## src/rtl/pipeline_ctrl.sv

```systemverilog
// pipeline_ctrl: hazard and sequencing controller for the five-stage pipeline.
// Drives the PC enable and the enable/flush controls of the IF/ID, ID/EX, EX/MEM and
// MEM/WB registers. It resolves fetch misses, data-memory stalls, load-use hazards and
// MEM-stage redirects, and sequences the halt drain. Saturating stall and redirect
// counters are kept for performance debug.
//
// Ports:
//   clk_i, rst_ni        clock (rising edge), asynchronous active-low reset
//   ihit_i, dhit_i       instruction / data memory ready for the current request
//   mem_req_i            EX/MEM holds a load or store
//   idex_memread_i       ID/EX holds a load, idex_rt_i is its destination
//   ifid_rs_i/rt_i       source registers of the instruction in IF/ID
//   redirect_i           taken branch/jump resolved in MEM
//   halt_id_i            IF/ID holds a halt
//   pc_en_o, *_enable_o  register advance controls (combinational)
//   *_flush_o            bubble insertion controls (combinational)
//   halted_o             registered, processor stopped
//   stall_cycles_o       registered saturating stall-cycle count
//   flush_count_o        registered saturating redirect count
module pipeline_ctrl (
   input  logic        clk_i,
   input  logic        rst_ni,
   input  logic        ihit_i,
   input  logic        dhit_i,
   input  logic        mem_req_i,
   input  logic        idex_memread_i,
   input  logic [4:0]  idex_rt_i,
   input  logic [4:0]  ifid_rs_i,
   input  logic [4:0]  ifid_rt_i,
   input  logic        redirect_i,
   input  logic        halt_id_i,
   output logic        pc_en_o,
   output logic        ifid_enable_o,
   output logic        idex_enable_o,
   output logic        exmem_enable_o,
   output logic        memwb_enable_o,
   output logic        ifid_flush_o,
   output logic        idex_flush_o,
   output logic        exmem_flush_o,
   output logic        halted_o,
   output logic [15:0] stall_cycles_o,
   output logic [15:0] flush_count_o
);

   typedef enum logic [1:0] {StRun, StDrain, StHalt} state_e;

   state_e      state_q, state_d;
   logic [1:0]  dcnt_q, dcnt_d;
   logic        halted_q;
   logic [15:0] stall_q, flush_q;
   logic        stall_inc, flush_inc;
   logic        dstall, lu;

   assign dstall = mem_req_i & ~dhit_i;
   assign lu     = idex_memread_i & (idex_rt_i != 5'd0) &
                   ((idex_rt_i == ifid_rs_i) | (idex_rt_i == ifid_rt_i));

   always_comb begin
      pc_en_o        = ihit_i;
      ifid_enable_o  = 1'b1;
      idex_enable_o  = 1'b1;
      exmem_enable_o = 1'b1;
      memwb_enable_o = 1'b1;
      ifid_flush_o   = 1'b0;
      idex_flush_o   = 1'b0;
      exmem_flush_o  = 1'b0;
      state_d        = state_q;
      dcnt_d         = dcnt_q;
      stall_inc      = 1'b0;
      flush_inc      = 1'b0;

      unique case (state_q)
         StRun: begin
            if (dstall) begin
               // A pending redirect is held in the frozen EX/MEM and retires on dhit.
               pc_en_o        = 1'b0;
               ifid_enable_o  = 1'b0;
               idex_enable_o  = 1'b0;
               exmem_enable_o = 1'b0;
               memwb_enable_o = 1'b0;
               stall_inc      = 1'b1;
            end else if (redirect_i) begin
               pc_en_o       = 1'b1;
               ifid_flush_o  = 1'b1;
               idex_flush_o  = 1'b1;
               exmem_flush_o = 1'b1;
               flush_inc     = 1'b1;
            end else if (lu) begin
               pc_en_o       = 1'b0;
               ifid_enable_o = 1'b0;
               idex_flush_o  = 1'b1;
               stall_inc     = 1'b1;
            end else if (halt_id_i) begin
               // Halt moves on to ID/EX; fetch stops and the pipe drains behind it.
               pc_en_o      = 1'b0;
               ifid_flush_o = 1'b1;
               state_d      = StDrain;
               dcnt_d       = 2'd2;
            end else if (!ihit_i) begin
               pc_en_o      = 1'b0;
               ifid_flush_o = 1'b1;
               stall_inc    = 1'b1;
            end
         end
         StDrain: begin
            pc_en_o      = 1'b0;
            ifid_flush_o = 1'b1;
            if (dstall) begin
               ifid_enable_o  = 1'b0;
               idex_enable_o  = 1'b0;
               exmem_enable_o = 1'b0;
               memwb_enable_o = 1'b0;
               stall_inc      = 1'b1;
            end else if (redirect_i) begin
               // The halt was on the wrong path: cancel the drain.
               pc_en_o       = 1'b1;
               idex_flush_o  = 1'b1;
               exmem_flush_o = 1'b1;
               flush_inc     = 1'b1;
               state_d       = StRun;
               dcnt_d        = 2'd0;
            end else if (dcnt_q != 2'd0) begin
               dcnt_d = dcnt_q - 2'd1;
            end else begin
               state_d = StHalt;
            end
         end
         StHalt: begin
            pc_en_o        = 1'b0;
            ifid_enable_o  = 1'b0;
            idex_enable_o  = 1'b0;
            exmem_enable_o = 1'b0;
            memwb_enable_o = 1'b0;
         end
         default: state_d = StRun;
      endcase

      // Hold everything quiet while reset is asserted.
      if (!rst_ni) begin
         pc_en_o        = 1'b0;
         ifid_enable_o  = 1'b0;
         idex_enable_o  = 1'b0;
         exmem_enable_o = 1'b0;
         memwb_enable_o = 1'b0;
         ifid_flush_o   = 1'b0;
         idex_flush_o   = 1'b0;
         exmem_flush_o  = 1'b0;
      end
   end

   always_ff @(posedge clk_i or negedge rst_ni) begin
      if (!rst_ni) begin
         state_q  <= StRun;
         dcnt_q   <= 2'd0;
         halted_q <= 1'b0;
         stall_q  <= 16'd0;
         flush_q  <= 16'd0;
      end else begin
         state_q  <= state_d;
         dcnt_q   <= dcnt_d;
         halted_q <= (state_d == StHalt);
         if (stall_inc && (stall_q != 16'hFFFF)) stall_q <= stall_q + 16'd1;
         if (flush_inc && (flush_q != 16'hFFFF)) flush_q <= flush_q + 16'd1;
      end
   end

   assign halted_o       = halted_q;
   assign stall_cycles_o = stall_q;
   assign flush_count_o  = flush_q;

endmodule

```

## config.mk

```make
export PLATFORM = sky130hd
export DESIGN_NAME = pipeline_ctrl
export DESIGN_NICKNAME = d
export VERILOG_FILES = /design/src/rtl/pipeline_ctrl.sv
export SDC_FILE = /design/constraint.sdc
export NUM_CORES = 1
export LEC_CHECK = 0
export ABC_AREA = 0
export BUFFER_PORTS_ARGS = -buffer_cell sky130_fd_sc_hd__buf_2
export CAP_MARGIN = 20
export CORE_MARGIN = 4
export CORE_UTILIZATION = 25
export CTS_CLUSTER_SIZE = 10
export DETAILED_ROUTE_END_ITERATION = 12
export PLACE_DENSITY = 0.51
export SLEW_MARGIN = 20
export SYNTH_ARGS = -nofsm -noshare
export SYNTH_HDL_FRONTEND = slang
export SYNTH_SLANG_ARGS = --single-unit
```

## constraint.sdc

```tcl
create_clock -name clk_i -period 2.37 [get_ports clk_i]
set_clock_uncertainty 0.1 [all_clocks]
set_input_delay 0.1185 -clock clk_i [delete_from_list [all_inputs] [get_ports clk_i]]
set_output_delay 0.1185 -clock clk_i [all_outputs]
set_load 0.05 [all_outputs]
```

==> results of run 1 <==
## area by class of cell
class	instances	area, sq um	area share, %
multi-input cells	146	998	38.9
flip-flops and latches	37	928	36.1
repair buffers	72	385	15.0
well taps	102	128	4.97
clock buffers	6	72.6	2.82
clock inverters	2	38.8	1.51
inverters	5	18.8	0.730
## cell usage in the layout (no fill, tap or decap), types with 2 or more instances in the layout
cell / Yosys / layout
sky130_fd_sc_hd__clkbuf_8: 0 / 5
sky130_fd_sc_hd__nor2b_1: 3 / 3
sky130_fd_sc_hd__nand2b_1: 5 / 5
sky130_fd_sc_hd__o21ai_0: 3 / 3
sky130_fd_sc_hd__nor2_1: 14 / 14
sky130_fd_sc_hd__xnor2_1: 34 / 34
sky130_fd_sc_hd__nand4_1: 13 / 13
sky130_fd_sc_hd__buf_2: 1 / 63
sky130_fd_sc_hd__dfrtp_2: 0 / 2
sky130_fd_sc_hd__dfrtp_1: 37 / 35
sky130_fd_sc_hd__a21oi_1: 6 / 6
sky130_fd_sc_hd__nand3_1: 17 / 17
sky130_fd_sc_hd__and2_1: 2 / 2
sky130_fd_sc_hd__and3_1: 9 / 9
sky130_fd_sc_hd__o31ai_1: 2 / 2
sky130_fd_sc_hd__buf_4: 2 / 8
sky130_fd_sc_hd__ha_1: 3 / 3
sky130_fd_sc_hd__inv_1: 5 / 5
sky130_fd_sc_hd__xor2_1: 6 / 6
sky130_fd_sc_hd__nand2_1: 10 / 10
sky130_fd_sc_hd__a31oi_1: 2 / 2
sky130_fd_sc_hd__mux2_2: 2 / 2
## sequential cells by signal, indices dropped and copies added, names as in the netlist
register / count
dcnt_q: 2
flush_count_o: 16
halted_o: 1
stall_cycles_o: 16
state_q: 2
## routing by layer
layer | global-route usage, % | vias to the layer above
met1 | 13.0 | 776
met4 | 2.88 | 0
met3 | 3.16 | 4
li1 | - | 821
met5 | 0 | -
met2 | 15.9 | 32
## final timing paths
path                                                        to  slack, ps  cells past startpoint
worst max-delay path             stall_cycles_o[8]$_DFFE_PN0P_        130                      8
worst min-delay path                      state_q[0]$_DFF_PN0_         30                      3
worst max register to register   stall_cycles_o[8]$_DFFE_PN0P_        130                      8
worst min register to register  stall_cycles_o[11]$_DFFE_PN0P_        380                      1
max in group asynchronous        stall_cycles_o[4]$_DFFE_PN0P_       1430                      3
min in group asynchronous         flush_count_o[3]$_DFFE_PN0P_        160                      2
## power by group through the flow
stage	logic [mW]	registers, mW	clock network (mW)
final	1.22	0.914	0.545
after global routing	1.31	0.942	0.609
after CTS	1.24	0.914	0.570
after detailed placement	1.23	0.926	0
after global placement	1.23	0.921	0
after floorplan	0.543	1.30	0
## worst reg2reg max path, stage by stage, from the launching register on
cell and delay [ps]:
sky130_fd_sc_hd__dfrtp_2 440, sky130_fd_sc_hd__and3_1 200, sky130_fd_sc_hd__and2_1 180, sky130_fd_sc_hd__and3_1 200, sky130_fd_sc_hd__nor2b_4 140, sky130_fd_sc_hd__a221oi_4 350
sky130_fd_sc_hd__buf_4 250, sky130_fd_sc_hd__nand4_1 130, sky130_fd_sc_hd__xnor2_1 140
## cells by family (layout without fill, tap and decap cells)
family | Yosys count | after routing | share of synthesized area, %
AO/OA/AOI/OAI | 20 | 20 | 7.46
buffers and inverters | 13 | 85 | 3.63
AND/OR/NAND/NOR | 81 | 81 | 22.0
multiplexers | 2 | 2 | 1.13
XOR/XNOR | 40 | 40 | 17.5
flip-flops | 37 | 37 | 46.4
adder cells (fa/ha/maj) | 3 | 3 | 1.88
## repair_timing
item,in CTS,in global routing
hold buffers,1,0
endpoints found under the hold margin,30,0
setup endpoints to repair,0,0
resized for setup,0,0
==> flow_metrics.py, run 1 <==
metrics = {
    "run_status": {
        "outcome": "finished clean",
    },
    "place": {
        "post-dp-hpwl_um": 3640,
        "placement.io_buffers": 63,
        "gp_congestion": 0.793,
        "placed_cells": 361,
        "placed_cell_area_sq_um": 2450,
        "place_ws_ps": 143,
    },
    "sta": {
        "setup-tns-final_ps": 0,
        "period_share_pct": 94.7,
        "setup_ws_ps": 125,
        "finalCriticalPeriod_ps": 2240,
        "report.final.setup_viol": 0,
        "max_clock_freq_ghz": 0.445,
        "hold_viol": 0,
        "finalMaxSlewViolations": 0,
        "worst_slew_pin_slew_ps": 353,
        "grt_setup_unrepaired": "no",
        "timing.hold.ws_ps": 25.9,
        "timing.max_slew.rel_slack_pct": 76.5,
    },
    "floorplan": {
        "floorplan.io_pins": 64,
        "total_core_area_sq_um": 7730,
        "area_enclosed_by_the_die_boundary_sq_um": 9480,
        "core.rowCount": 32,
        "fp.dieW_um": 97.4,
        "die_height_um": 97.4,
        "initial_core_util_pct": 25.8,
    },
    "cells_and_area": {
        "antenna_cells": 0,
        "finish.instance_area_sq_um": 2570,
        "area_growth_syn_to_layout_pct": 28.7,
        "fillers": 809,
        "final_layout_size_suffix_gt1_share_pct": 33.2,
        "number_of_nets_in_the_final_layout": 293,
        "final_core_area_utilization_pct": 33.3,
        "post_layout_nonfiller_instances": 370,
    },
    "clock_tree": {
        "cts_tree": "built",
        "clock_sinks": 37,
        "cts-buffers-inserted": 5,
        "cts.repair_timing.setup_buffer_count": 0,
        "max_clock_buf_depth": 2,
        "library_cell_used_as_clock_root_buffer": "sky130_fd_sc_hd__clkbuf_8",
        "clock_insertion_delay_worst_skew_ps": 280,
        "clkSlewWorstSetupHoldPaths_ps": 80,
        "cts_max_level": 2,
    },
    "hold_path": {
        "holdCritPathClass": "in2reg",
        "holdCritStartpoint": "halt_id_i",
    },
    "setup_path": {
        "worstSetupStartpointType": "flop",
        "crit_chain": "and3_1 > and2_1 > and3_1 > nor2b_4 > a221oi_4 > buf_4 > nand4_1 > xnor2_1",
        "worst_path_dominant_cell_family": "simple AND/OR/NAND/NOR gates",
        "cp.required_ps": 2430,
        "cpPeakStageDelay_ps": 440,
        "worst_setup_path_end_kind": "flop",
        "critical_path.max_fanout": 11,
        "cp_data_arrival_time_ps": 2310,
        "cp-startpoint": "stall_cycles_o[3]$_DFFE_PN0P_",
        "worst-path-buf-inv": 1,
        "cpMostUsedCell": "sky130_fd_sc_hd__and3_1",
        "critical-path-slowest-cell": "sky130_fd_sc_hd__dfrtp_2",
        "r2r-start": "stall_cycles_o[3]$_DFFE_PN0P_",
        "critical_path_class": "reg2reg",
    },
    "detailed_routing": {
        "finalWirelength_um": 4660,
        "postRouteAntennaNets": 0,
        "drt-wirelength-per-cell_um": 12.6,
        "initialDrtViolationCount": 31,
        "drt_drc_violations_left": 0,
        "met1Wirelength_um": 2200,
        "post_drt_via_cell_ratio": 4.41,
        "detail_route.first_pass.iterations": 4,
        "number_of_vias_in_the_routed_layout": 1633,
        "routed-wl-met2_um": 2200,
        "dr_wl_met3_um": 223,
        "top_signal_layer_used": "met4",
    },
    "logic_synthesis": {
        "number_of_flops_mapped_to_enable_cells_by_yosys": 0,
        "synth_fp_nets": 222,
        "seq_area_frac_synth_pct": 46.4,
        "synthFlopType": "sky130_fd_sc_hd__dfrtp_1",
        "postSynthAreaPerCell_sq_um": 10.2,
        "post-synth-top-count-cell": "sky130_fd_sc_hd__dfrtp_1",
        "ys_seq_elements": 37,
        "synth_top_cells_by_area": "sky130_fd_sc_hd__dfrtp_1 (46%), sky130_fd_sc_hd__xnor2_1 (15%), sky130_fd_sc_hd__nand3_1 (4.3%), sky130_fd_sc_hd__nand4_1 (4.1%), sky130_fd_sc_hd__and3_1 (2.8%)",
        "post_synth_num_cell_types": 37,
        "synth.cell_area_sq_um": 2000,
        "async_flop_share_pct": 100,
        "portion_of_synthesized_cell_area_occupied_by_the_leading_cell_type_pct": 46.4,
        "yosysWarnings": 0,
        "postSynthCellCount": 196,
        "ys_top_cells_by_count": "sky130_fd_sc_hd__dfrtp_1 (37), sky130_fd_sc_hd__xnor2_1 (34), sky130_fd_sc_hd__nand3_1 (17), sky130_fd_sc_hd__nor2_1 (14), sky130_fd_sc_hd__nand4_1 (13)",
        "yosys_top_cell_by_area": "sky130_fd_sc_hd__dfrtp_1",
    },
    "global_routing": {
        "vias_in_the_first_global_route": 1664,
        "first_pass_grt_wire_length_um": 7900,
        "grt.total_usage_pct": 10.0,
        "largest_net_degree_at_the_start_of_global_routing": 19,
        "antenna_found_initial": 0,
        "gr-total-overflow": 0,
    },
    "power": {
        "power_switching_mw": 1.23,
        "share_comb_of_total_power_pct": 45.6,
        "seq_power_share_pct": 34.1,
        "p_int_mw": 1.46,
        "clockPowerShare_pct": 20.3,
        "vdd.ir_drop.worst_mv": 0.469,
        "power_density_nw_per_um2": 1040,
        "power_leakage_nw": 1.24,
        "post-layout-total-power_mw": 2.68,
        "netSwitchingFraction_pct": 45.7,
    },
    "run": {
        "cap_violations": 0,
    },
}
(Power assumes the default switching activity.)
==> inputs of run 2 (changes only) <==
--- a/config.mk
+++ b/config.mk
@@ -12,7 +12,7 @@
 export CORE_UTILIZATION = 25
 export CTS_CLUSTER_SIZE = 10
 export DETAILED_ROUTE_END_ITERATION = 12
-export PLACE_DENSITY = 0.51
+export PLACE_DENSITY = 0.53
 export SLEW_MARGIN = 20
 export SYNTH_ARGS = -nofsm -noshare
 export SYNTH_HDL_FRONTEND = slang
==> constraint.sdc (replaced) <==
create_clock -name clk_i -period 1.96 [get_ports clk_i]
set_clock_uncertainty 0.1 [all_clocks]
set_input_delay 0.098 -clock clk_i [delete_from_list [all_inputs] [get_ports clk_i]]
set_output_delay 0.098 -clock clk_i [all_outputs]
set_load 0.05 [all_outputs]
==> flow_metrics.py, run 2 (synthesis results as in run 1) <==
metrics = {
    "floorplan": {
        "total_core_area_sq_um": 7730,
        "fp.dieW_um": 97.4,
        "core.rowCount": 32,
        "floorplan.io_pins": 64,
        "area_enclosed_by_the_die_boundary_sq_um": 9480,
        "initial_core_util_pct": 25.8,
        "die_height_um": 97.4,
    },
    "setup_path": {
        "crit_chain": "and3_4 > and2_4 > and3_4 > nor2b_4 > a221oi_4 > buf_6 > mux2_4",
        "critical_path_class": "reg2reg",
        "worst-path-buf-inv": 1,
        "cpPeakStageDelay_ps": 400,
        "cp_data_arrival_time_ps": 2080,
        "ff2ff_setup_slack_ps": -50,
        "cp.required_ps": 2030,
        "worst_setup_path_end_kind": "flop",
        "cpMostUsedCell": "sky130_fd_sc_hd__and3_4",
        "critical_path.max_fanout": 7,
        "worst_path_dominant_cell_family": "simple AND/OR/NAND/NOR gates",
        "critical-path-slowest-cell": "sky130_fd_sc_hd__dfrtp_2",
        "worstSetupStartpointType": "flop",
    },
    "run_status": {
        "failing_checks": "setup timing",
        "outcome": "complete, but fails checks",
    },
    "place": {
        "post-dp-hpwl_um": 3820,
        "gp_congestion": 0.760,
        "placed_cells": 370,
        "placed_cell_area_sq_um": 2600,
        "place_ws_ps": -40.0,
        "placement.io_buffers": 63,
    },
    "power": {
        "post-layout-total-power_mw": 3.36,
        "share_comb_of_total_power_pct": 50.2,
        "clockPowerShare_pct": 16.6,
        "power_leakage_nw": 1.28,
        "vdd.ir_drop.worst_mv": 0.628,
        "power_switching_mw": 1.55,
        "power_density_nw_per_um2": 1220,
        "p_int_mw": 1.81,
        "netSwitchingFraction_pct": 46.2,
        "seq_power_share_pct": 33.2,
    },
    "sta": {
        "period_share_pct": 103,
        "max_clock_freq_ghz": 0.497,
        "finalCriticalPeriod_ps": 2010,
        "worst_slew_pin_slew_ps": 414,
        "setup-tns-final_ps": -140,
        "hold_viol": 0,
        "timing.max_slew.rel_slack_pct": 72.4,
        "report.final.setup_viol": 6,
        "timing.hold.ws_ps": 11.7,
        "setup_ws_ps": -52.1,
        "grt_setup_unrepaired": "yes",
        "finalMaxSlewViolations": 0,
    },
    "global_routing": {
        "vias_in_the_first_global_route": 1774,
        "largest_net_degree_at_the_start_of_global_routing": 33,
        "antenna_found_initial": 0,
        "gr-total-overflow": 0,
        "first_pass_grt_wire_length_um": 8810,
        "grt.total_usage_pct": 11.1,
    },
    "detailed_routing": {
        "initialDrtViolationCount": 44,
        "finalWirelength_um": 4980,
        "drt-wirelength-per-cell_um": 13.1,
        "post_drt_via_cell_ratio": 4.41,
        "postRouteAntennaNets": 0,
        "drt_drc_violations_left": 0,
        "number_of_vias_in_the_routed_layout": 1682,
        "detail_route.first_pass.iterations": 4,
    },
    "cells_and_area": {
        "final_layout_size_suffix_gt1_share_pct": 45.5,
        "finish.instance_area_sq_um": 2760,
        "final_cell_mix": "sky130_fd_sc_hd__buf_2 (61), sky130_fd_sc_hd__xnor2_1 (34), sky130_fd_sc_hd__dfrtp_1 (25)",
        "final_core_area_utilization_pct": 35.8,
        "post_layout_nonfiller_instances": 381,
        "fillers": 810,
        "antenna_cells": 0,
        "number_of_nets_in_the_final_layout": 304,
        "mostFrequentLayoutCell": "sky130_fd_sc_hd__buf_2",
        "area_growth_syn_to_layout_pct": 38.4,
    },
    "run": {
        "cap_violations": 0,
    },
    "clock_tree": {
        "cts-buffers-inserted": 5,
        "library_cell_used_as_clock_root_buffer": "sky130_fd_sc_hd__clkbuf_8",
        "clock_insertion_delay_worst_skew_ps": 280,
        "clkSlewWorstSetupHoldPaths_ps": 70,
        "max_clock_buf_depth": 2,
        "clock_sinks": 37,
        "cts_tree": "built",
        "cts_max_level": 2,
    },
    "hold_path": {
        "holdCritPathClass": "in2reg",
    },
}
[run 2: layout make-up]
class                   count  area (sq um)  area share, %
multi-input cells         146          1090           39.6
flip-flops and latches     37           941           34.0
clock buffers               8          90.1           3.26
inverters                   5          18.8          0.679
well taps                 102           128           4.62
repair buffers             83           492           17.8
[run 2: power by group through the flow]
stage                     clock network, mW  logic (mW)  registers, mW
after floorplan                           0       0.692           1.60
after global placement                    0        1.61           1.12
after detailed placement                  0        1.63           1.13
after CTS                             0.582        1.66           1.11
after global routing                  0.613        1.84           1.14
final                                 0.557        1.69           1.12
[run 2: what timing repair did]
item	CTS	global route
cloned	0	0
endpoints found under the setup margin	3	20
pin swaps	0	9
buffers inserted	1	1
endpoints found under the hold margin	37	0
hold buffers	1	0
resized for setup	3	10
[run 2: final timing paths]
| check | to | start | depth (start not counted) |
|---|---|---|---|
| setup / recovery | stall_cycles_o[1]$_DFFE_PN0P_ | stall_cycles_o[3]$_DFFE_PN0P_ | 7 |
| hold / removal | state_q[0]$_DFF_PN0_ | halt_id_i | 3 |
| setup reg to reg | stall_cycles_o[1]$_DFFE_PN0P_ | stall_cycles_o[3]$_DFFE_PN0P_ | 7 |
| hold reg to reg | flush_count_o[14]$_DFFE_PN0P_ | flush_count_o[14]$_DFFE_PN0P_ | 1 |
| max in group asynchronous | flush_count_o[12]$_DFFE_PN0P_ | rst_ni | 3 |
| min in group asynchronous | dcnt_q[0]$_DFFE_PN0P_ | rst_ni | 2 |
[run 2: metal layers]
layer / vias to the layer above / track usage [%] / routed length, um
met5: - / 0 / 0
met4: 0 / 3.19 / 35
met3: 3 / 3.16 / 263
met2: 38 / 17.6 / 2320
met1: 800 / 14.7 / 2360
li1: 841 / - / -
[run 2: worst reg2reg max path, delay by kind of cell (launching register included)]
kind	cells	cell delay (ps)
mux	1	300
flops	1	400
compound gates	1	280
simple gates	4	630
buf+inv	1	190
